--- src/rtl/piso_serializer_hs.sv ---
// Parallel-in/serial-out serializer with a one-word valid/ready holding buffer.
// The serial shifter advances only on bit_en strobes. An empty buffer at a word boundary raises a sticky underrun flag.
module piso_serializer_hs #(
  parameter int   DATA_W    = 10,
  parameter bit   MSB_FIRST = 1'b0,
  parameter logic IDLE_BIT  = 1'b0
) (
  input  logic              clk,
  input  logic              rst_n,
  input  logic [DATA_W-1:0] in_data,
  input  logic              in_valid,
  output logic              in_ready,
  input  logic              bit_en,
  output logic              ser_out,
  output logic              frame_start,
  output logic              busy,
  output logic              underrun,
  input  logic              clr_underrun
);

  localparam int CNT_W = (DATA_W > 2) ? $clog2(DATA_W) : 1;
  localparam logic [CNT_W-1:0] LAST_CNT = CNT_W'(DATA_W - 1);

  logic [DATA_W-1:0] hold_q, hold_d;
  logic              hold_vld_q, hold_vld_d;
  logic [DATA_W-1:0] shreg_q, shreg_d;
  logic [CNT_W-1:0]  bit_cnt_q, bit_cnt_d;
  logic              busy_q, busy_d;
  logic              ser_q, ser_d;
  logic              frame_q, frame_d;
  logic              underrun_q, underrun_d;

  logic accept;
  logic last_bit;
  logic load;
  logic underrun_set;

  // Bit that leaves the word first, and the word with that bit consumed.
  function automatic logic pick_bit(input logic [DATA_W-1:0] w);
    return MSB_FIRST ? w[DATA_W-1] : w[0];
  endfunction

  function automatic logic [DATA_W-1:0] consume(input logic [DATA_W-1:0] w);
    return MSB_FIRST ? {w[DATA_W-2:0], 1'b0} : {1'b0, w[DATA_W-1:1]};
  endfunction

  assign in_ready = rst_n & ~hold_vld_q;
  assign accept   = in_valid & in_ready;
  assign last_bit = busy_q & (bit_cnt_q == LAST_CNT);
  // Loading at the last-bit edge is what keeps back-to-back words gap-free.
  assign load     = bit_en & hold_vld_q & (~busy_q | last_bit);

  always_comb begin
    hold_d       = hold_q;
    hold_vld_d   = hold_vld_q;
    shreg_d      = shreg_q;
    bit_cnt_d    = bit_cnt_q;
    busy_d       = busy_q;
    ser_d        = ser_q;
    frame_d      = frame_q;
    underrun_set = 1'b0;

    if (accept) begin
      hold_d     = in_data;
      hold_vld_d = 1'b1;
    end else if (load) begin
      hold_vld_d = 1'b0;
    end

    if (bit_en) begin
      if (load) begin
        ser_d     = pick_bit(hold_q);
        shreg_d   = consume(hold_q);
        bit_cnt_d = '0;
        busy_d    = 1'b1;
        frame_d   = 1'b1;
      end else if (last_bit) begin
        ser_d        = IDLE_BIT;
        bit_cnt_d    = '0;
        busy_d       = 1'b0;
        frame_d      = 1'b0;
        underrun_set = 1'b1;
      end else if (busy_q) begin
        ser_d     = pick_bit(shreg_q);
        shreg_d   = consume(shreg_q);
        bit_cnt_d = bit_cnt_q + 1'b1;
        frame_d   = 1'b0;
      end
    end

    // A new underrun at the same edge as a clear request takes priority.
    if (underrun_set) begin
      underrun_d = 1'b1;
    end else if (clr_underrun) begin
      underrun_d = 1'b0;
    end else begin
      underrun_d = underrun_q;
    end
  end

  always_ff @(posedge clk) begin
    if (!rst_n) begin
      hold_q     <= '0;
      hold_vld_q <= 1'b0;
      shreg_q    <= '0;
      bit_cnt_q  <= '0;
      busy_q     <= 1'b0;
      ser_q      <= IDLE_BIT;
      frame_q    <= 1'b0;
      underrun_q <= 1'b0;
    end else begin
      hold_q     <= hold_d;
      hold_vld_q <= hold_vld_d;
      shreg_q    <= shreg_d;
      bit_cnt_q  <= bit_cnt_d;
      busy_q     <= busy_d;
      ser_q      <= ser_d;
      frame_q    <= frame_d;
      underrun_q <= underrun_d;
    end
  end

  assign ser_out     = ser_q;
  assign frame_start = frame_q;
  assign busy        = busy_q;
  assign underrun    = underrun_q;

endmodule

--- config.mk ---
export PLATFORM = sky130hd
export DESIGN_NAME = piso_serializer_hs
export DESIGN_NICKNAME = d
export VERILOG_FILES = /design/src/rtl/piso_serializer_hs.sv
export SDC_FILE = /design/constraint.sdc
export NUM_CORES = 1
export LEC_CHECK = 0
export CORE_AREA = 2 2 55 57
export DETAILED_ROUTE_END_ITERATION = 8
export DIE_AREA = 0 0 57 59
export PLACE_DENSITY = 0.81
export SYNTH_ARGS = -nofsm -noshare
export SYNTH_HDL_FRONTEND = slang
export SYNTH_SLANG_ARGS = --single-unit
--- constraint.sdc ---
create_clock -name clk -period 2 [get_ports clk]
set_input_delay 0.6 -clock clk [delete_from_list [all_inputs] [get_ports clk]]
set_output_delay 0.6 -clock clk [all_outputs]
set_load 0.05 [all_outputs]
Yosys cells after proc, flatten, opt, wreduce, memory -nomap -nowiden

Index checks and enable logic that the tools add are counted.

Add/sub/neg operators: 1
$mul: 0
Div/mod/pow operators: 0
$lt $le $gt $ge: 0
Eq/ne operators: 2
Shift operators: 0
Mux-type cells: 21
Bitwise operators: 8
Reduce and logical (&&, ||, !) cells: 8

Operator list:

| cell                                                                    | number |
|---|---|
| 10-bit two-way mux                                                      | 3 |
| 1-bit two-way mux                                                       | 15 |
| 4-bit two-way mux                                                       | 3 |
| 2-bit nonzero test                                                      | 4 |
| 1-bit AND                                                               | 5 |
| 4-bit by 1-bit adder with 4-bit output, second input constant           | 1 |
| 4-bit == test, second input constant                                    | 1 |
| 2-bit AND reduction                                                     | 2 |
| 3-bit AND reduction                                                     | 1 |
| 3-bit nonzero test                                                      | 1 |
| 2-bit by 1-bit inequality test with 1-bit output, second input constant | 1 |
| 1-bit NOT                                                               | 2 |
| 1-bit bitwise OR                                                        | 1 |

Bits in registers: 29
Bits in latches: 0
Memory bits (writable): 0
ROM bits: 0
Input bits: 15
Output and inout bits: 5
Memories kept: 0

Longest topological paths before layout

Depth after elaboration: 7
Gate-level depth with buffers: 7
Gate-level depth less buffers: 5

Least setup slack after synthesis

No wires, ideal clock.

Path type: in2out
Start: in rst_n
End: out in_ready
Arrival: 1.568 ns
Required time: 1.400 ns
Path slack: -0.168 ns
Stages on the path: 3
Path buffers: 1
Cells stage by stage: clkbuf_1 > inv_1 > nor2_1

Word-level cells in the longest chain between the ends: 1

Ends and longest elaborated chain:

| what            | RTL line | RTL |
|---|---|---|
| start, declared | 9        | `input logic rst_n,` |
| 1-bit AND       | 47       | `assign in_ready = rst_n & ~hold_vld_q;` |
| end, declared   | 12       | `output logic in_ready,` |

Every way passes these cells.

Worst setup path in the final report

Start: in bit_en
End: reg shreg_q[5]

Word-level cells in the longest chain between the ends: 4
Elaborated cells between the ends (all ways): 6

Ends and longest elaborated chain:

| what                                                                                                    | RTL line | RTL |
|---|---|---|
| start, declared                                                                                         | 13       | `input logic bit_en,` |
| 1-bit AND (2 in series)                                                                                 | 51       | `assign load = bit_en & hold_vld_q & (~busy_q \| last_bit);` |
| 2-bit by 1-bit inequality test with 1-bit output (no line) / 2-bit nonzero test (equally long branches) | --       |  |
| 3-bit AND reduction (no line)                                                                           | --       |  |
| end signal, assigned                                                                                    | 114      | `shreg_q <= shreg_d;` |
| end, declared                                                                                           | 26       | `logic [DATA_W-1:0] shreg_q, shreg_d;` |

Parallel ways exist; a longest one is shown, timed or not.
A chain may end at the register's enable or synchronous reset.

==> key figures <==
Drt
  • Post-route ant nets: 0
  • First-pass iteration count of the detailed router: 5
  • Routed via count: roughly 1,300
  • WL per Instance: 16.1 um
  • Highest metal used: met4
  • Detail Route met2 WL: 1770 um
  • Via density: 6.32
  • WL met1: 1370 um
  • Initial DRC Count: 60
  • Final wirelength: about 3400 um
  • DR DRC count: 0
  • Metal3 WL: 207 um

Yosys
  • Area contributors post-synth: dfxtp_1 40%, o41ai_2 9.3%, nand2_1 6.4%, o211ai_1 5.4%, nand3_1 4.7%
  • Syn Std Cell Area: around 0.0014 mm2
  • Synth Warn #: 0
  • Asr flop ratio synth: 0
  • Area leader, netlist: dfxtp_1
  • Top-area cell type share of the netlist area: 0.401
  • Post-synth top cells: 28 x dfxtp_1, 24 x nand2_1, 13 x nand3_1, 13 x o21ai_0, 10 x o211ai_1
  • Count leader, synth: dfxtp_1
  • Unique masters post-synth: 33
  • #FFs+latches synth: 28
  • Synthesized area per cell: roughly 8.7 um2
  • Number of synthesized flops with an enable pin: 0
  • Post-synthesis net count: approximately 180
  • Mapped Cells: around 160
  • Commonest register cell after synthesis: dfxtp_1
  • Sequential fraction of the synthesis area: 0.401

Place
  • PortBufs: 19
  • Setup Slack @ Placement: -0.158 ns
  • Placed instance count: ~210
  • Dpl hpwl: 2400 um
  • Post-DP Area: 0.00166 mm2
  • Routability Congestion: 0.869

Clock tree
  • Clk pin slew, worst setup/hold paths: 0.14 ns
  • CTS-repair resized insts: 3
  • Clk sink count: 28
  • Root Buffer Master: clkbuf_4
  • Setup Fix Bufs, Post-CTS: 0
  • Hold Buf Count CTS: 0
  • CTS tree: built
  • Number of H-tree levels: 1
  • Total CTS buffers: 3
  • Clk_lat worst skew: around 0.32 ns
  • Clock Path Buffers: 2

Power
  • P_leak: 0.658 nW
  • Power Density: 610 mW/mm2
  • Worst VDD drop: between 0.0004 and 0.0005 V
  • Final Power: 1.03 mW

Global route
  • Initial antenna violation count: 0
  • First-pass GRT wire length: roughly 6000 um
  • Number of global-route vias before repair: 1,315
  • Gr ovfl total: 0
  • GRT Overall Usage: 0.225
  • Largest net degree at the start of global routing: 34

Setup path
  • R2R setup slack: ~0.24 ns
  • Crit. End Element: register
  • Critical path type: input pin to register
  • Critical path required time: approximately 2.2 ns
  • Worst-path cell chain: clkdlybuf4s50_1 -> o21ai_2 -> or2_1 -> o41ai_2
  • Worst Path Max Fanout: 8
  • Max incr delay on CP: 0.52 ns
  • Crit path DAT: 2.04 ns
  • Slowest cell on crit path: clkdlybuf4s50_1
  • Startpoint Class: input pin

Timing
  • Slew Viols, Final: 0
  • PnR worst setup slack: about 0.19 ns
  • Max_slew headroom: 0.672
  • Final min period: approximately 1.8 ns
  • Slew @ Worst Pin: roughly 0.5 ns
  • Fin Hold WS: roughly 0.47 ns
  • Final Hold Viols: 0
  • F_max: 552 MHz
  • RSZ-0062 raised after global routing: no
  • Setup violators final: 0
  • Fin Clk Skew: 0.00211 ns
  • Tcrit/Tclk final: 0.906
  • Setup TNS: 0 ns

Hold path
  • Tightest Hold Check Type: register to register

Final layout
  • Area grow syn2layout: 20.9%
  • Nets: about 200
  • Final Instance Area: around 0.0017 mm2
  • ANT cells: 0
  • Fillers: approximately 240
  • Share of layout cells above drive strength 1: 0.178
  • Post-route insts no fill: 211
  • Layout Utilization: 0.623

Floorplanning
  • Num ports: 20
  • Core ar.: approximately 0.0027 mm2
  • Die area: between 0.003 and 0.004 mm2
  • Chip Width: approximately 57 um
  • Rows: 19
  • DIE HEIGHT: just under 60 um
  • Starting density of the core: 0.516

Job
  • Max-cap violations: 0

Status
  • Status: finished clean
[critical path, delay by kind of cell]
family	cells	cell delay [ns]
buf+inv	1	0.52
compound gates	2	0.50
simple gates	1	0.41
[cell usage in the layout (no fill, tap or decap), types with 2 or more instances in the layout]
master / instances
a21oi_1: 3
a221oi_1: 2
a31oi_1: 3
and2_1: 2
and3b_1: 2
buf_12: 3
buf_4: 14
clkbuf_4: 3
clkdlybuf4s50_1: 13
dfxtp_1: 28
ha_1: 2
inv_1: 3
nand2_1: 24
nand3_1: 13
nand3b_1: 2
nand4b_1: 2
nor3_1: 8
o211ai_1: 10
o21ai_0: 13
o22ai_1: 8
o41ai_2: 8
[cell type report]
class | count | area [um2] | share of cell area
Multi-Input combinational cell | 113 | 744 | 0.441
Sequential cell | 28 | 561 | 0.332
Timing Repair Buffer | 31 | 304 | 0.180
Tap cell | 31 | 38.8 | 0.0230
Clock buffer | 3 | 22.5 | 0.0133
Inverter | 5 | 18.8 | 0.0111
[path summary, 6_finish.rpt]
check | from | end | cells past startpoint
max | bit_en | shreg_q[5] | 4
max reg2reg | bit_cnt_q[1] | shreg_q[5] | 5
min reg2reg | hold_q[9] | hold_q[9] | 2
min | hold_q[9] | hold_q[9] | 2
[cells by family after synthesis]
logic type	share of synthesized area
simple gates	0.212
flops	0.401
buf+inv	0.0716
fa+ha+maj	0.0179
mux	0.00716
compound gates	0.290
[layer usage]
metal  vias up  track usage
met2        60        0.394
met5         -            0
li1        639            -
met4         0       0.0930
met1       626        0.283
met3         9       0.0262
[state kept, by name, indices dropped and copies added, names as in the netlist]
signal / cells
bit_cnt_q: 4
busy: 1
frame_start: 1
hold_q: 10
hold_vld_q: 1
ser_out: 1
shreg_q: 9
underrun: 1
[where the power goes]
part,switching (mW),internal (mW)
registers,0.0263,0.582
clock network,0.160,0.0708
logic,0.105,0.0871
total,0.291,0.740
No activity file was read; power rests on OpenSTA's default activity.
